===== config.mk =====
export PLATFORM = sky130hd
export DESIGN_NAME = ahb_mem_slave
export DESIGN_NICKNAME = d
export VERILOG_FILES = /design/src/rtl/ahb_mem_slave.sv
export SDC_FILE = /design/constraint.sdc
export NUM_CORES = 1
export LEC_CHECK = 0
export CAP_MARGIN = 10
export CELL_PAD_IN_SITES_DETAIL_PLACEMENT = 0
export CELL_PAD_IN_SITES_GLOBAL_PLACEMENT = 1
export CORE_MARGIN = 2
export CORE_UTILIZATION = 40
export CTS_CLUSTER_DIAMETER = 120
export DETAILED_ROUTE_END_ITERATION = 8
export PLACE_DENSITY_LB_ADDON = 0.2
export SYNTH_ARGS = -nofsm -noshare
export SYNTH_HDL_FRONTEND = slang
export SYNTH_SLANG_ARGS = --single-unit

===== constraint.sdc =====
create_clock -name HCLK -period 2.6 [get_ports HCLK]
set_clock_uncertainty 0.05 [all_clocks]
set_input_delay 0.39 -clock HCLK [delete_from_list [all_inputs] [get_ports HCLK]]
set_output_delay 0.39 -clock HCLK [all_outputs]
set_load 0.05 [all_outputs]

===== src/rtl/ahb_mem_slave.sv =====
`default_nettype none
// ============================================================================
// Module   : ahb_mem_slave
// Brief    : AHB-Lite word memory responder with byte lanes, wait states and
//            two-cycle ERROR response for illegal transfers.
// Revision : 1.0 - initial release
// ============================================================================
module ahb_mem_slave #(
    parameter int ADDR_W      = 4,
    parameter int WAIT_STATES = 0
) (
    input  logic        HCLK,
    input  logic        HRESET,
    input  logic        HSEL,
    input  logic [31:0] HADDR,
    input  logic [1:0]  HTRANS,
    input  logic        HWRITE,
    input  logic [2:0]  HSIZE,
    input  logic [31:0] HWDATA,
    input  logic        HREADY,
    output logic        HREADYOUT,
    output logic        HRESP,
    output logic [31:0] HRDATA
);

    localparam int         c_depth = 2 ** ADDR_W;
    localparam logic [2:0] c_ws    = 3'(WAIT_STATES);

    localparam logic [1:0] c_idle = 2'd0;
    localparam logic [1:0] c_data = 2'd1;
    localparam logic [1:0] c_err1 = 2'd2;
    localparam logic [1:0] c_err2 = 2'd3;

    logic [1:0]        r_state, w_next_state;
    logic [2:0]        r_cnt, w_next_cnt;
    logic [ADDR_W-1:0] r_idx;
    logic [1:0]        r_lo;
    logic [1:0]        r_size;
    logic              r_write;
    logic [31:0]       r_mem [c_depth];

    logic              w_final, w_open, w_accept, w_hi_bad, w_illegal;
    logic [3:0]        w_lane_en;
    logic              w_unused;

    assign w_unused = &{1'b0, HADDR[31:16], HTRANS[0]};

    // A new address phase may only land when the current data phase completes.
    assign w_final  = (r_state == c_data) && (r_cnt == 3'd0);
    assign w_open   = (r_state == c_idle) || w_final || (r_state == c_err2);
    assign w_accept = w_open && HSEL && HREADY && HTRANS[1];

    assign w_hi_bad  = |(HADDR[15:0] >> (ADDR_W + 2));
    assign w_illegal = (HSIZE > 3'd2)
                    || ((HSIZE == 3'd1) && HADDR[0])
                    || ((HSIZE == 3'd2) && (HADDR[1:0] != 2'b00))
                    || w_hi_bad;

    always_comb begin
        w_next_state = r_state;
        w_next_cnt   = r_cnt;
        case (r_state)
            c_data:  if (r_cnt != 3'd0) w_next_cnt = r_cnt - 3'd1;
            c_err1:  w_next_state = c_err2;
            default: ;
        endcase
        if (w_open) begin
            if (w_accept && w_illegal) begin
                w_next_state = c_err1;
                w_next_cnt   = 3'd0;
            end else if (w_accept) begin
                w_next_state = c_data;
                w_next_cnt   = c_ws;
            end else begin
                w_next_state = c_idle;
                w_next_cnt   = 3'd0;
            end
        end
    end

    always_ff @(posedge HCLK) begin
        if (HRESET) begin
            r_state <= c_idle;
            r_cnt   <= 3'd0;
        end else begin
            r_state <= w_next_state;
            r_cnt   <= w_next_cnt;
        end
    end

    always_ff @(posedge HCLK) begin
        if (HRESET) begin
            r_idx   <= '0;
            r_lo    <= 2'b00;
            r_size  <= 2'b00;
            r_write <= 1'b0;
        end else if (w_accept) begin
            r_idx   <= HADDR[ADDR_W+1:2];
            r_lo    <= HADDR[1:0];
            r_size  <= HSIZE[1:0];
            r_write <= HWRITE;
        end
    end

    always_comb begin
        w_lane_en = 4'b1111;
        case (r_size)
            2'd0:    w_lane_en = 4'b0001 << r_lo;
            2'd1:    w_lane_en = r_lo[1] ? 4'b1100 : 4'b0011;
            default: w_lane_en = 4'b1111;
        endcase
    end

    // Commit on the edge closing the final data cycle, so a pipelined read
    // of the same word already sees the new contents.
    always_ff @(posedge HCLK) begin
        if (HRESET) begin
            for (int i = 0; i < c_depth; i++) r_mem[i] <= '0;
        end else if (w_final && r_write) begin
            for (int l = 0; l < 4; l++) begin
                if (w_lane_en[l]) r_mem[r_idx][8*l +: 8] <= HWDATA[8*l +: 8];
            end
        end
    end

    assign HREADYOUT = w_open;
    assign HRESP     = (r_state == c_err1) || (r_state == c_err2);
    assign HRDATA    = (w_final && !r_write) ? r_mem[r_idx] : 32'h0;

endmodule
`default_nettype wire

==> Word level (Yosys, flattened, before mapping) <==
Memory sizes are Yosys's and may differ from the RTL's. A register that Yosys moved wholly into a read port is not among the register bits.
Cells that the tools add are included.
{ "op_classes": {"muxes": 30, "magnitude_cmp": 1, "n_eq_ne": 6, "n_reduce_logical": 26, "addsub": 1, "n_shift": 1} }
{ "op_table": {"columns": ["cell", "n"], "rows": [
  ["two-way mux 32 bit", 2],
  ["OR reduction 32 bit", 1],
  ["two-way mux 4 bit", 5],
  ["two-way mux 1 bit", 19],
  ["OR reduction 10 bit", 1],
  ["logical AND 1 bit", 9],
  ["one-hot mux 4 bit (2 select lines)", 1],
  ["logical OR 1 bit", 6],
  ["two-way mux 2 bit", 3],
  ["== test 2 x 1 -> 1 bit (second input constant)", 2],
  ["== test 2 bit (second input constant)", 2],
  ["logical NOT 2 bit", 2],
  ["nonzero test 2 bit", 2],
  ["left shift 1 x 2 -> 4 bit (first input constant)", 1],
  ["== test 3 x 1 -> 1 bit (second input constant)", 1],
  ["== test 3 x 2 -> 1 bit (second input constant)", 1],
  ["greater-than comparator 3 x 2 -> 1 bit (second input constant)", 1],
  ["logical NOT 3 bit", 1],
  ["nonzero test 3 bit", 1],
  ["subtractor 3 x 1 -> 3 bit (second input constant)", 1],
  ["AND reduction 2 bit", 1],
  ["OR reduction 2 bit", 1],
  ["logical NOT 1 bit", 1]
]} }
{ "word_totals": {"mem_bits_rw": 512, "out_inout_bits": 34, "regBits": 14, "inputBits": 74, "wordCells": 72, "n_memories": 1} }
{ "mem_list": {"columns": ["name", "depth", "word_bits", "rd", "rd_ports_with_merged_regs", "write_ports", "line", "text"], "rows": [
  ["r_mem", 16, 32, 1, 1, 16, "40", "logic [31:0] r_mem [c_depth];"]
]} }

==> Depth between registers and ports, before layout <==
Gate-level depths: netlist of run 1.
{ "logic_depth": {"ltp_word": 10, "depth_mapped": 8, "depth_no_buf": 6} }

==> Worst setup path after synthesis of run 1 <==
Ideal clock, no wire load.
{ "synth_path": {"kind": "register to output", "from": "register r_cnt[0]", "to": "output port HRDATA[0]", "stages_incl_launch_ff": 9, "arrival_time_ps": 1907, "slack_ps": 253, "cell_sequence": "dfxtp_1 -> inv_1 -> ha_1 -> and4bb_1 -> buf_6 -> nor4b_4 -> buf_2 -> a22o_1 -> a221o_1"} }
{ "synth_via": {"elab_chain_len": 4} }
{ "synth_lines": {"columns": ["item", "line", "text"], "rows": [
  ["start, declared", "35", "logic [2:0] r_cnt, w_next_cnt;"],
  ["start signal, assigned", "87", "r_cnt <= w_next_cnt;"],
  ["logical NOT 3 bit", "49", "assign w_final = (r_state == c_data) && (r_cnt == 3'd0);"],
  ["logical AND 1 bit", "49", null],
  ["logical AND 1 bit", "128", "assign HRDATA = (w_final && !r_write) ? r_mem[r_idx] : 32'h0;"],
  ["two-way mux 32 bit", "128", null],
  ["end, declared", "23", "output logic [31:0] HRDATA"]
]} }
No other way between the ends.

==> impl_results.md, run 1 <==
* Clk Tree Root Cell: clkbuf_16
* R2r setup slk at approximately 0.07 ns
* Number of iterations in the first detailed-routing pass at 5
* Share of layout cells above drive strength 1 at 0.2756
* RSZ-0062 raised after global routing: true
* Clock-pin slew on the worst setup and hold paths at around 0.060 ns
* Layout Nets at 1,821
* Crit share post-route at 1.180
* Max_cap viols at 0
* Largest net degree at the start of global routing at 83
* Met1 wire length at ~26,000 um
* Hold buffers post-CTS at 0
* Initial antenna violation count at 0
* Remaining global-route overflow at 0
* Slowest cell on crit path: mux4_2
* CP Cell Sequence: buf_12, buf_16, mux4_2, a22o_1, a221o_1, buf_12
* Max H-tree Level at 2
* Post-synthesis sequential area ratio at 0.6428
* Starting Density at 0.4048
* Die Ht at 251.4 um
* Ranking of synthesized cells by area: edfxtp_1, and2_1, mux4_2, dfxtp_1, a221o_1
* Bufs on Longest Clock Path at 3
* Final Hold Fails at 0
* WL/cell at roughly 23 um
* Die width at 251.4 um
* RR Startpoint: r_cnt[1]
* Yosys warnings at 0
* Setup TNS at -13.35 ns
* PwrDens at 620.5 nW/um^2
* Data required time of the worst path at 2.16 ns
* Initial DRC count at 824
* Share of the synthesized area in the top cell type at 0.6281
* CP max FO at 7
* Most frequent CP cell: buf_12
* Post-route DRC at 0
* Final std cells w/o fill at about 2,600
* Synth Instances at between 1,500 and 2,000
* R2r endpoint: r_mem[9][5]
* Insertion delay to the later sink of the worst-skew pair at 0.60 ns
* Metal2 WL at 29,880 um
* Rows at 90
* Top Metal Used: met4
* GRT Overall Usage at 0.1940
* Inserted Clock Buffers at 55
* CTS sink cnt at 530
* N_diodes at 0
* Synthesized area per cell at approximately 16 sq um
* Count of final setup violators at 32
* Status: finished with violations
* Die area at about 63,000 sq um
* Arrival time at the worst endpoint at 2.63 ns
* Buffers on Ports at 90
* Hold path startpoint: HWRITE
* Setup WS post-layout at -0.4677 ns
* Yosys top cell by area: edfxtp_1
* Seq cells post-synth at 530
* Core Box Area at between 60,000 and 70,000 sq um
* WHS Endpoint: r_write
* Final WL at 60,300 um
* Synth cell types at 45
* IO Pins at 108
* Total power at 18.45 mW
* Synth-to-layout area growth at 21.48%
* Worst Tran Pin Value at 0.9698 ns
* Area post-placement at about 27,000 sq um
* Leakage power at 10.75 nW
* Post-Place Setup Slack at -0.4264 ns
* CP top delay family: compound AO/OA/AOI/OAI gates
* Hpwl dp at ~39,000 um
* Buffers & Inverters on Critical Path at 3
* Clock tree from TritonCTS: built
* Fin. max-slew vios at 0
* Worst R2R Path Depth at 9
* Failing checks: negative setup slack
* Number of global-route vias before repair at ~14,000
* DR vias/cell at 5.227
* Post-route cell area at 29,740 sq um
* Min Tclk post-route at 3.068 ns
* CP max stage delay at 0.52 ns
* Hold path cells at 3
* Antenna viol nets, final at 0
* Total number of vias at 13,440
* Crit end category: primary output
* Dpl cells at 2,433
* Worst vdd ir at 0.3992 mV
* Final GP Congestion at 0.7464
* Metal3 WL at about 2700 um
* Max frequency at between 0.3 and 0.4 GHz
* Startpoint Class: flip-flop
* Hold Crit Class: input pin to flip-flop
* First-pass GRT wire length at 90,490 um
* Post-Synthesis Net Count at 1,633
* Synthesized area at ~24,000 sq um
* Max_slew headroom at 0.3535
* Kind of critical path: flip-flop to primary output
-- worst register-to-register path, delay by kind of cell (launching register included) --
| kind | cells | cell delay (ns) |
|---|---|---|
| flops | 1 | 0.32 |
| buf+inv | 4 | 0.47 |
| fa+ha+maj | 1 | 0.13 |
| simple gates | 4 | 1.22 |
-- area by class of cell --
cell class,instances,area [sq um]
clock inverters,29,231.5
fillers,5019,30730
multi-input cells,927,8563
clock buffers,72,1503
repair buffers,227,2701
inverters,4,15.01
well taps,782,978.4
flip-flops and latches,530,15750
-- per-stage QoR --
stage | util | hold slack (ns)
4_1_cts | 0.4878 | 0.3371
3_5_place_dp | 0.4491 | 0.4506
5_1_grt | 0.4918 | 0.3501
2_1_floorplan | - | 0.4301
6_report | 0.4918 | 0.3720
3_3_place_gp | 0.4491 | 0.4497
-- layer usage --
layer / global-route usage / vias up
li1: - / 6220
met1: 0.2628 / 6859
met2: 0.3274 / 275
met3: 0.03137 / 84
met4: 0.04898 / 0
met5: 0 / -
-- state kept, by name, indices dropped and copies added, names as in the netlist, named ones only --
register,cells
r_lo,2
r_state,2
r_mem,512
r_write,1
r_idx,4
r_cnt,3
r_size,2
-- report_power, final --
group / leakage (nW) / internal, mW / switching, mW
combinational: 4.47 / 0.444 / 0.612
clock: 0.844 / 4.44 / 3.26
sequential: 5.44 / 9.61 / 0.0897
total: 10.7 / 14.5 / 3.97
-- synthesized netlist by cell type, drive strengths merged --
library cell	instances
a211oi	1
ha	2
or2	64
or3	1
nand2b	8
mux4	128
nor2	58
xnor2	1
nor4b	3
o211ai	1
nor2b	6
clkbuf	51
nor4	8
o21a	1
edfxtp	512
and2b	1
inv	4
nand2	3
o21ai	3
nand3	6
a21oi	3
buf	45
nand3b	1
nand4	12
a22o	32
and4bb	1
dfxtp	18
nor3	24
a32oi	1
o21ba	1
a2111oi	2
and2	514
a221o	32
mux2i	9
-- worst max path at each step --
stage	to	start	cells after the start
CTS	HRDATA[19]	flip-flop	6
floorplan	HRDATA[0]	r_cnt[0]	8
global placement	r_mem[12][3]	r_cnt[0]	7
global route	HRDATA[2]	flip-flop	6
detailed placement	r_mem[12][27]	r_cnt[0]	8
finish	HRDATA[2]	flip-flop	6
-- placed cells by master (no fill, tap or decap), drive strengths merged --
cell type,netlist,routed
nand3,6,6
clkinvlp,0,2
mux4,128,128
bufinv,0,4
a22o,32,32
nand2b,8,8
inv,4,4
mux2i,9,9
nand3b,1,1
nor2b,6,6
nor4b,3,3
and4bb,1,1
nor3,24,24
a2111oi,2,2
dfxtp,18,18
and2b,1,1
edfxtp,512,512
or3,1,1
clkbuf,51,74
nor4,8,8
buf,45,169
and2,514,514
xnor2,1,1
clkinv,0,23
nor2,58,58
or2,64,64
nand2,3,3
o21ba,1,1
o21a,1,1
nand4,12,12
a21oi,3,3
ha,2,2
o21ai,3,3
a32oi,1,1
a221o,32,32
a211oi,1,1
clkdlybuf4s50,0,56
o211ai,1,1
-- cell families (layout without fill, tap and decap cells) --
group,after synthesis,after routing,share of synthesized area
fa+ha+maj,2,2,0.001022
mux,137,137,0.1214
compound gates,77,77,0.02903
buf+inv,100,332,0.02004
simple gates,710,710,0.1853
flops,530,530,0.6428
xor+xnor,1,1,0.0003579
-- timing repair --
action / 4_1_cts / 5_1_grt
setup endpoints to repair: 201 / 258
cloned: 6 / 2
setup buffers: 22 / 8
resized for setup: 57 / 35
pin swaps: 8 / 18
No activity file was read; power rests on OpenSTA's default activity.
==> run 2: changes to the inputs <==
--- a/config.mk
+++ b/config.mk
@@ -12,6 +12,7 @@
 export CORE_UTILIZATION = 40
 export CTS_CLUSTER_DIAMETER = 120
 export DETAILED_ROUTE_END_ITERATION = 8
+export GPL_ROUTABILITY_DRIVEN = 0
 export PLACE_DENSITY_LB_ADDON = 0.2
 export SYNTH_ARGS = -nofsm -noshare
 export SYNTH_HDL_FRONTEND = slang
==> results of run 2 <==
No change in the layout: final DEF, timing and power equal those of run 1.
